<file path="config.mk">
export PLATFORM = sky130hd
export DESIGN_NAME = regfile_wb_arbiter
export DESIGN_NICKNAME = d
export VERILOG_FILES = /design/src/rtl/cpu_pkg.sv /design/src/rtl/rr_arbiter2.sv /design/src/rtl/regfile_wb_arbiter.sv
export SDC_FILE = /design/constraint.sdc
export NUM_CORES = 1
export LEC_CHECK = 0
export CAP_MARGIN = 20
export CORE_MARGIN = 5
export CORE_UTILIZATION = 39
export DETAILED_ROUTE_END_ITERATION = 8
export GPL_TIMING_DRIVEN = 0
export PLACE_DENSITY = 0.79
export RECOVER_POWER = 50
export SYNTH_ARGS = -nofsm -noshare
export SYNTH_HDL_FRONTEND = slang
export SYNTH_HIERARCHICAL = 1
export SYNTH_SLANG_ARGS = --single-unit
</file>
<file path="constraint.sdc">
create_clock -name clock -period 2.1 [get_ports clock]
set_clock_uncertainty 0.2 [all_clocks]
set_input_delay 0.315 -clock clock [delete_from_list [all_inputs] [get_ports clock]]
set_output_delay 0.315 -clock clock [all_outputs]
set_load 0.02 [all_outputs]
</file>
<file path="src/rtl/cpu_pkg.sv">
// Shared CPU types: register/word widths and the write-back source enum.
// Also holds a small helper that flips the round-robin pointer.
package cpu_pkg;

    localparam int DATA_W   = 16;
    localparam int ADDR_W   = 3;
    localparam int NUM_REGS = 8;

    typedef logic [ADDR_W-1:0] reg_addr_t;
    typedef logic [DATA_W-1:0] word_t;

    typedef enum logic {
        WB_ALU = 1'b0,
        WB_MEM = 1'b1
    } wb_src_e;

    function automatic wb_src_e wb_flip(input wb_src_e s);
        return (s == WB_ALU) ? WB_MEM : WB_ALU;
    endfunction

endpackage

</file>
<file path="src/rtl/rr_arbiter2.sv">
// Two-requester round-robin arbiter (ALU vs memory write-back).
// Ports: clock, reset, req_alu/req_mem in; gnt_alu/gnt_mem out (one-hot or zero).
module rr_arbiter2
    import cpu_pkg::*;
(
    input  logic clock,
    input  logic reset,
    input  logic req_alu,
    input  logic req_mem,
    output logic gnt_alu,
    output logic gnt_mem
);

    // prio names the requester that wins the next conflict.
    wb_src_e prio;
    logic    conflict;

    always_comb begin
        conflict = req_alu & req_mem;
        gnt_alu  = req_alu & (~req_mem | (prio == WB_ALU));
        gnt_mem  = req_mem & (~req_alu | (prio == WB_MEM));
    end

    // Only a conflict moves the pointer; single requests leave it alone.
    always_ff @(posedge clock or posedge reset) begin
        if (reset) begin
            prio <= WB_ALU;
        end else if (conflict) begin
            prio <= wb_flip(prio);
        end
    end

endmodule

</file>
<file path="src/rtl/regfile_wb_arbiter.sv">
// Write-back arbiter + scoreboard for the 8x16 register file write port.
// Ports: ALU/MEM valid-ready requests in, sb_set marks pending, rf_* registered
// write outputs, busy_mask pending bits, conflict_cnt saturating conflict count.
module regfile_wb_arbiter #(
    parameter int DATA_W   = 16,
    parameter int ADDR_W   = 3,
    parameter int NUM_REGS = 8
) (
    input  logic                clock,
    input  logic                reset,
    input  logic                alu_valid,
    input  logic [ADDR_W-1:0]   alu_rd,
    input  logic [DATA_W-1:0]   alu_data,
    output logic                alu_ready,
    input  logic                mem_valid,
    input  logic [ADDR_W-1:0]   mem_rd,
    input  logic [DATA_W-1:0]   mem_data,
    output logic                mem_ready,
    input  logic                sb_set,
    input  logic [ADDR_W-1:0]   sb_set_addr,
    output logic                rf_write,
    output logic [ADDR_W-1:0]   rf_rd_addr,
    output logic [DATA_W-1:0]   rf_data,
    output logic [NUM_REGS-1:0] busy_mask,
    output logic [7:0]          conflict_cnt
);

    import cpu_pkg::*;

    logic              accept;
    logic [ADDR_W-1:0] sel_rd;
    logic [DATA_W-1:0] sel_data;
    logic [NUM_REGS-1:0] busy_nxt;

    rr_arbiter2 u_arb (
        .clock   (clock),
        .reset   (reset),
        .req_alu (alu_valid),
        .req_mem (mem_valid),
        .gnt_alu (alu_ready),
        .gnt_mem (mem_ready)
    );

    always_comb begin
        accept   = alu_ready | mem_ready;
        sel_rd   = '0;
        sel_data = '0;
        unique case (1'b1)
            alu_ready: begin
                sel_rd   = alu_rd;
                sel_data = alu_data;
            end
            mem_ready: begin
                sel_rd   = mem_rd;
                sel_data = mem_data;
            end
            default: ;
        endcase
    end

    // The write held in rf_* commits at this edge, so it clears its bit now;
    // a same-edge set is applied afterwards so a newer producer stays pending.
    always_comb begin
        busy_nxt = busy_mask;
        if (rf_write) begin
            busy_nxt[rf_rd_addr] = 1'b0;
        end
        if (sb_set) begin
            busy_nxt[sb_set_addr] = 1'b1;
        end
    end

    always_ff @(posedge clock or posedge reset) begin
        if (reset) begin
            rf_write   <= 1'b0;
            rf_rd_addr <= '0;
            rf_data    <= '0;
        end else begin
            rf_write <= accept;
            if (accept) begin
                rf_rd_addr <= sel_rd;
                rf_data    <= sel_data;
            end
        end
    end

    always_ff @(posedge clock or posedge reset) begin
        if (reset) begin
            busy_mask <= '0;
        end else begin
            busy_mask <= busy_nxt;
        end
    end

    always_ff @(posedge clock or posedge reset) begin
        if (reset) begin
            conflict_cnt <= 8'd0;
        end else if (alu_valid && mem_valid && conflict_cnt != 8'hFF) begin
            conflict_cnt <= conflict_cnt + 8'd1;
        end
    end

endmodule

</file>
==> results.md <==
* Most common cell after layout, fill and taps aside: clkdlybuf4s50_1
* Max frequency at 496.4 MHz
* Nets at 301
* Slew margin rel. at 49.94%
* Global routing's busiest layer: met2
* Total nets after synthesis at 211
* Setup-failing EPs final at 0
* Met3 usage at 6.542%
* CTS tree: yes
* Post_cts resized at 2
* CTS Sinks at 37
* Avg Vias per Cell at 4.934
* IR drop worst, VDD at 0.5043 mV
* Clock latency on the worst-skew pair at 0.28 ns
* Cell Chain, Critical Path: clkdlybuf4s50_1, a21boi_1, dlygate4sd2_1
* Status: finished clean
* Critical path class: in -> out
* Vias at 1,500
* Pin count of the biggest net entering global routing at 37
* Synth Instances at 164
* Critical Path Source: alu_valid
* Arrival time worst endpoint at 1.50 ns
* Detailed Route Iter0 Violations at 71
* Post-synthesis register bit count at 37
* Antenna violations before repair at 0
* CP Capture Point: alu_ready
* Cell variety after synth at 28
* Fraction of layout instances using a drive strength above 1 at 6.299%
* Worst EP required at 1.58 ns
* Ys async rst share at 100.0%
* H-tree depth at 2
* Final Max Tran Viols at 0
* Clk slew on worst S/H paths at 0.07 ns
* RR Endpoint: conflict_cnt[1]
* DRC at 0
* I/O Buffers at 83
* Die Height at 75.13 um
* Die X at 75.13 um
* Postcts setup bufs at 0
* Hold Buf Count CTS at 0
* GRT Total Usage at 16.29%
* Core area at 0.004058 mm^2
* Critical Path Start Type: input port
* EDFF count, synth at 0
* Row cnt at 23
* Final instance area at 0.002613 mm^2
* Critical R2R Launch: conflict_cnt[0]
* Max-Cap Viols at 0
* Critical path's slowest cell: clkdlybuf4s50_1
* Layout Cells excl Fill at 304
* Drt first pass iters at 4
* Worst hold-check path type: in -> async
* Avg Cell Area, Syn at 10.09 um^2
* Num CTS Buffers at 5
* Met2 Track Usage GR at 27.66%
* DR WL/cell at 14.45 um
* Met1 GRT Util at 18.69%
* Yosys Warn Count at 6
* Top-Level Pins at 84
* First-pass GRT wire length at 6865 um
* CP Depth at 3
* Drt total wl at 4393 um
* Part of the cycle the worst path needs at 95.92%
* Mapped cell area at 0.001654 mm^2
* Critical path peak fanout at 6
* Top_reg_cell synth: dfrtp_1
* Number of global-route vias before repair at 1,516
* TNS Setup at 0 ns
* CTS Buffer Depth at 2
* Routability cong. at 0.7754
* Register-to-Register Path Depth at 4
* Initial core utilization at 40.76%
* Leak at 1.140 nW
* Final min period at 2.014 ns
* Final ANT Viol Nets at 0
* Sequential fraction of the synthesis area at 55.98%
* Final hold viol count at 0
* Pwr dens at 1145 mW/mm^2
* DPL Wire Length at 3358 um
* CP max stage delay at 0.56 ns
* N_diodes at 0
* Placed Area at 0.002547 mm^2
* RSZ-0062 raised after global routing: no
* Top Family by Delay on Critical Path: buffers and inverters
* Worst Setup End Kind: output port
* Number of buffers and inverters on the critical path at 2
* Die area at 0.005644 mm^2
* Final core occ at 64.38%
* Placed cells at 297
* Clock Root Buffer: clkbuf_8
* Layout area overhead at 57.94%
* Grt ovf at 0
* Worst-margin pin slew at 0.7498 ns
* Reg2Reg Setup Slack at 0.33 ns
* Most frequent cells in the layout: 77 x clkdlybuf4s50_1, 46 x nand2_1, 37 x dfrtp_1, 19 x a22oi_1, 13 x o21ai_0
state kept, by name, indices dropped and copies added, names as in the netlist:
register / cells
rf_rd_addr: 3
conflict_cnt: 8
rf_data: 16
rf_write: 1
busy_mask: 8
u_arb/prio: 1
worst min-delay path by stage:
stage	slack, ns	endpoint	from	cells past startpoint
5_1_grt	0.15	u_arb/prio	reset	2
3_3_place_gp	0.26	rf_data[9]	rf_data[9]	2
3_5_place_dp	0.26	rf_data[7]	rf_data[7]	2
6_report	0.14	u_arb/prio	reset	2
4_1_cts	0.007	u_arb/prio	reset	2
2_1_floorplan	-0.16	u_arb/prio	reset	1
report_power, final:
part	switching, W	internal, W
combinational	0.000692	0.000652
sequential	0.000194	0.000960
clock	0.000234	0.000260
total	0.00112	0.00187
cells by family after synthesis:
kind of cell / count (synthesis) / synth area share, %
adders and majority gates: 1 / 0.7563
AOI/OAI and AO/OA: 41 / 16.79
buffers and inverters: 11 / 2.799
xor gates and xnor gates: 4 / 2.118
and+or+nand+nor: 66 / 18.68
DFF: 37 / 55.98
muxes: 4 / 2.874
layout make-up:
class	instances	area (um^2)
flip-flops and latches	37	925.9
repair buffers	83	824.5
clock buffers	7	86.33
well taps	50	62.56
fillers	348	1445
plain buffers	6	27.53
multi-input cells	116	666.9
inverters	5	18.77
routing by layer:
| metal | share of wire [%] | vias to the layer above |
|---|---|---|
| met3 | 11 | 5 |
| li1 | - | 752 |
| met2 | 49 | 52 |
| met4 | 1.1 | 0 |
| met5 | 0 | - |
| met1 | 40 | 691 |
cells in the mapped netlist, types with 2 or more instances:
master    count  area share [%]
o31ai_1       4             1.8
a22oi_1      19             8.6
nand3_1       4             1.2
nand2b_1      7             2.6
o21ai_0      13             3.9
dfrtp_1      37              56
xnor2_1       4             2.1
buf_2         4             1.2
nor2_1        2            0.45
inv_1         5             1.1
clkbuf_1      2            0.45
nand4_2       2             1.5
nand2_1      46              10
stage by stage:
stage / worst slack, ns / power, W / hold WS (ns)
after floorplan: 0.2254 / 0.001818 / -0.1563
after global placement: -0.2853 / 0.002515 / 0.2577
after detailed placement: -0.2933 / 0.002545 / 0.2617
after CTS: 0.004576 / 0.003044 / 0.006993
after global routing: 0.03871 / 0.003182 / 0.1528
final: 0.08562 / 0.002992 / 0.1434
Note: power is estimated with default switching activity, not from simulation.
==> RTL change 1 (same settings) <==
`DATA_W` is set to 16 in 2 places; all go to 14.
--- a/src/rtl/cpu_pkg.sv
+++ b/src/rtl/cpu_pkg.sv
@@ -2,7 +2,7 @@
 // Also holds a small helper that flips the round-robin pointer.
 package cpu_pkg;
 
-    localparam int DATA_W   = 16;
+    localparam int DATA_W   = 14;
     localparam int ADDR_W   = 3;
     localparam int NUM_REGS = 8;
 
--- a/src/rtl/regfile_wb_arbiter.sv
+++ b/src/rtl/regfile_wb_arbiter.sv
@@ -2,7 +2,7 @@
 // Ports: ALU/MEM valid-ready requests in, sb_set marks pending, rf_* registered
 // write outputs, busy_mask pending bits, conflict_cnt saturating conflict count.
 module regfile_wb_arbiter #(
-    parameter int DATA_W   = 16,
+    parameter int DATA_W   = 14,
     parameter int ADDR_W   = 3,
     parameter int NUM_REGS = 8
 ) (
Interface: changed (resized alu_data, mem_data and rf_data); port bits go from 84 to 78. No check against the original RTL was run, so the function may have changed too.
==> RTL change 1 against the unedited design <==
  * Worst setup slack better by 20 ps
  * Sequential power fell by 3%
  * Register-to-register slack lost 50 ps
  * Utilization increased by 0.17 points
  * Via count down 5.9%
  * Final area down 2.6%
  * Sequential cell count is 2 lower
  * Synthesized area decreased by 4.9%
  * Wire length decreased by 12%
  * Clock power up 6.5%
  * Total power up 0.73%
==> RTL change 1: results (changes against the unedited design) <==
metric,value,unit,change
stdcell_count,291,,-4.3%
signal_buffers,85,,-4.5%
fillCellCount,333,,-4.3%
yosys-top-cells-count,"43 x nand2_1, 35 x dfrtp_1, 17 x a22oi_1, 9 x o21ai_0, 8 x inv_1",,
hp-class,reg -> reg,,
synthMuxAreaShare,0.716,%,-2.2 points
synthCells,154,,-6.1%
synth_compound_area_share,19.6,%,+2.9 points
reg_top3,"rf_data: 14 flops, busy_mask: 8 flops, conflict_cnt: 8 flops",,
ir_drop,0.494,mV,-2.1%
fin_area,2540,sq um,-2.6%
io_buffers,77,,-7.2%
gp_congestion,0.775,,-0.12%
seq_area_frac_synth,55.7,%,-0.29 points
multi_input_area_share,24.9,%,-0.60 points
use_met1,19.0,%,+0.36 points
wirelength,3870,um,-12%
clock_buffers,8,,+1
cp.arrival,1480,ps,-20 ps
grtUsageMet3,5.47,%,-1.1 points
clock_tree_area_fraction,3.93,%,+0.63 points
synth-xor-area-share,3.90,%,+1.8 points
seq_cell_count,35,,-5.4%
holdBufCountCts,1,,+1
status,completed,,
pre_cts_ws,-409,ps,-116 ps
num_vias,1411,,-5.9%
yosys-top-cells-area,"dfrtp_1 56%, nand2_1 10%, a22oi_1 8.1%",,
insertion_delay,280,ps,about the same
final_layout_size_suffix_gt1_share,7.47,%,+1.2 points
final_nets,283,,-6.0%
area_share_nonclk_buffers,33.1,%,+0.47 points
grt_max_degree,20,,-46%
track_usage,15.5,%,-0.74 points
synth_area_per_cell,10.2,sq um,+1.3%
seq_share,34.4,%,-1.0 points
relSlewSlack,55.2,%,+5.2 points
inv_count,8,,+3
synthAdderAreaFrac,0.796,%,+0.039 points
cts_resized,5,,+3
drt-initial-drc-count,75,,+5.6%
==> RTL change 1: worst paths after layout <==
path                                  from         endpoint  slack (ps)  cells past startpoint
max in group asynchronous            reset     busy_mask[1]         240                      4
min                             rf_data[3]       rf_data[3]         270                      2
max                              alu_valid        alu_ready         110                      3
min in group asynchronous            reset       u_arb/prio         670                      3
max reg2reg                conflict_cnt[0]  conflict_cnt[7]         280                      4
min reg2reg                     rf_data[3]       rf_data[3]         270                      2
==> RTL change 1: routing by layer <==
metal | wire length (um) | up-vias
met5 | 0 | -
met1 | 1600 | 653
met2 | 1920 | 45
li1 | - | 711
met3 | 350 | 2
met4 | 10 | 0
==> RTL change 1: worst max-delay path, stage by stage <==
cell	delay (ps)
clkdlybuf4s50_1	570
a21boi_1	230
dlygate4sd2_1	360
==> RTL change 1: power breakdown <==
part	internal (uW)	switching [uW]
logic	641	733
registers	927	187
clock network	299	227
total	1870	1150
==> RTL change 2 (same settings) <==
Made on the original files. Reset style: synchronous (`reset`), changed in 4 clocked blocks.
--- a/src/rtl/rr_arbiter2.sv
+++ b/src/rtl/rr_arbiter2.sv
@@ -22,7 +22,7 @@
     end
 
     // Only a conflict moves the pointer; single requests leave it alone.
-    always_ff @(posedge clock or posedge reset) begin
+    always_ff @(posedge clock) begin
         if (reset) begin
             prio <= WB_ALU;
         end else if (conflict) begin
--- a/src/rtl/regfile_wb_arbiter.sv
+++ b/src/rtl/regfile_wb_arbiter.sv
@@ -70,7 +70,7 @@
         end
     end
 
-    always_ff @(posedge clock or posedge reset) begin
+    always_ff @(posedge clock) begin
         if (reset) begin
             rf_write   <= 1'b0;
             rf_rd_addr <= '0;
@@ -84,7 +84,7 @@
         end
     end
 
-    always_ff @(posedge clock or posedge reset) begin
+    always_ff @(posedge clock) begin
         if (reset) begin
             busy_mask <= '0;
         end else begin
@@ -92,7 +92,7 @@
         end
     end
 
-    always_ff @(posedge clock or posedge reset) begin
+    always_ff @(posedge clock) begin
         if (reset) begin
             conflict_cnt <= 8'd0;
         end else if (alu_valid && mem_valid && conflict_cnt != 8'hFF) begin
Behaviour: differs if reset is asserted again (counterexample within 4 cycles, from zero or initial values and one cycle with reset high); with reset held inactive, the same outputs for 10 cycles.
==> RTL change 2 against the unedited design <==
  * Worst setup slack lost 12 ps
  * Synthesized cell count grew 7.3%
  * Final area shrank 3.9%
  * Synthesized area shrank 7.9%
  * Sequential cell count is the same
  * Utilization grew 3.2 points
  * Via count grew 9.2%
  * Global-route usage shrank 0.37 points
  * Final cell count grew 3.6%
  * Hold slack gained 110 ps
  * Wire length shrank 5.4%
Power is not compared: it rests on default switching activity, and its combinational part moved more than twofold at a synthesized area within 25%.
==> RTL change 2: results (changes against the unedited design) <==
metric,value,unit,change
status,completed,,
grt_max_degree,12,,-68%
final_layout_size_suffix_gt1_share,5.99,%,-0.31 points
htreeDepth,2,,unchanged
gp_congestion,0.737,,-5.0%
yosys-top-cells-count,"37 x dfxtp_1, 30 x a21oi_1, 27 x nand2_1, 19 x a22oi_1",,
cts_root_buf,clkbuf_8,,
async_flop_share,0,%,-100 points
reg_top3,"rf_data: 16 flops, busy_mask: 8 flops, conflict_cnt: 8 flops",,
ys_types,32,,+14%
n_antenna_cell,0,,unchanged
p_leak,0.000969,uW,
holdBufCountCts,0,,unchanged
numCtsBuffers,5,,unchanged
num_vias,1638,,+9.2%
grt_first_pass_wirelength,6560,um,-4.4%
hpwlAfterDp,3300,um,-1.8%
clockBufferDepth,2,,unchanged
io_buffers,83,,unchanged
hp-start,rf_data[0],,
r2r_end,conflict_cnt[5],,
min_path_cells,2,,
ir_drop,0.490,mV,
first_pass_iters,4,,unchanged
hp-class,reg -> reg,,
insertion_delay,280,ps,about the same
wirelength,4160,um,-5.4%
post-cts-setup-buffer-count,0,,unchanged
fillCellCount,345,,-0.86%
ys_warn_count,6,,unchanged
clk_pin_slew,70,ps,about the same
whs_endpoint,rf_data[0],,
worst_pin_slew,448,ps,-302 ps
seq_area_frac_synth,48.6,%,-7.4 points
synth_fp_nets,223,,+5.7%
drt-initial-drc-count,71,,unchanged
worstRegToRegCells,5,,+1
grt_pass1_vias,1497,,-1.3%
track_usage,15.9,%,-0.37 points
yosys-top-cells-area,"dfxtp_1 49%, a21oi_1 9.9%, a22oi_1 9.4%",,
antenna_found_initial,0,,unchanged
final_nets,313,,+4.0%
rrSetupSlack,350,ps,+20 ps
path_max_fanout,7,,+1
reg2reg_from,conflict_cnt[0],,
-- RTL change 2: cell count changes in the layout (fill, tap and decap cells not counted), moves of 4 or more --
cell	change
dfrtp_1	-37
dfxtp_1	+37
a21oi_1	+29
clkdlybuf4s50_1	-23
dlygate4sd3_1	+22
nand2_1	-19
nor2_1	+6
o21ai_0	-5
clkbuf_1	+4
nand2b_1	-4
-- RTL change 2: critical path, stage by stage --
cell and delay [ps]:
clkdlybuf4s50_1 610, a21boi_2 260, clkdlybuf4s15_1 330
-- RTL change 2: cells by family (layout without fill, tap and decap cells) --
family                   after synthesis  count (layout)  synth area share [%]
flip-flops                            37              37                  48.6
AND/OR/NAND/NOR                       55              55                  17.1
buffers and inverters                 11             102                  2.87
multiplexers                           1               1                 0.657
adder cells (fa/ha/maj)                1               1                 0.821
AO/OA/AOI/OAI                         67              67                  27.7
XOR/XNOR                               4               4                  2.30
-- RTL change 2: metal layers --
metal	part of all wire, %	global-route usage [%]	wire (um)
met2	47	26.2	1950
met3	11	6.51	468
met4	0.87	4.92	36
met1	41	19.0	1710
met5	0	0	0
-- RTL change 2: how the worst max path moves through the flow --
stage               start            end  slack, ps  depth (start not counted)
6_report        alu_valid      alu_ready         70                          3
5_1_grt         alu_valid      alu_ready         20                          3
4_1_cts         alu_valid      alu_ready         -2                          3
3_5_place_dp    alu_valid    rf_data[10]       -450                          6
3_3_place_gp    mem_valid  rf_rd_addr[1]       -470                          6
2_1_floorplan  u_arb/prio    rf_data[13]         50                          6
-- RTL change 2: through the flow --
stage	TNS (ps)	hold WS (ps)	instance area (sq um)	instances	setup slack, ps
floorplan	0	177	1520	176	52.0
global placement	-7090	240	2410	307	-475
detailed placement	-6850	247	2410	307	-455
CTS	-2.49	256	2500	315	-2.49
global route	0	275	2510	315	15.4
finish	0	250	2510	315	74.0
-- RTL change 2: final cells by class --
type / instances / area [sq um] / share of cell area (%)
Multi-Input combinational cell: 128 / 747 / 29.8
Inverter: 1 / 3.75 / 0.150
Clock buffer: 6 / 72.6 / 2.89
Timing Repair Buffer: 83 / 833 / 33.2
Sequential cell: 37 / 741 / 29.5
Buffer: 10 / 42.5 / 1.69
Clock inverter: 2 / 10.0 / 0.399
Tap cell: 48 / 60.1 / 2.39
-- RTL change 2: power by group --
part / internal [uW] / switching (uW) / total [uW]
sequential: 741 / 24.5 / 765
clock: 230 / 237 / 467
combinational: 173 / 158 / 331
total: 1140 / 420 / 1560
-- RTL change 2: timing repair --
action / CTS / global route
resized for setup: 7 / 4
pin swaps: 0 / 0
endpoints found under the setup margin: 13 / 6
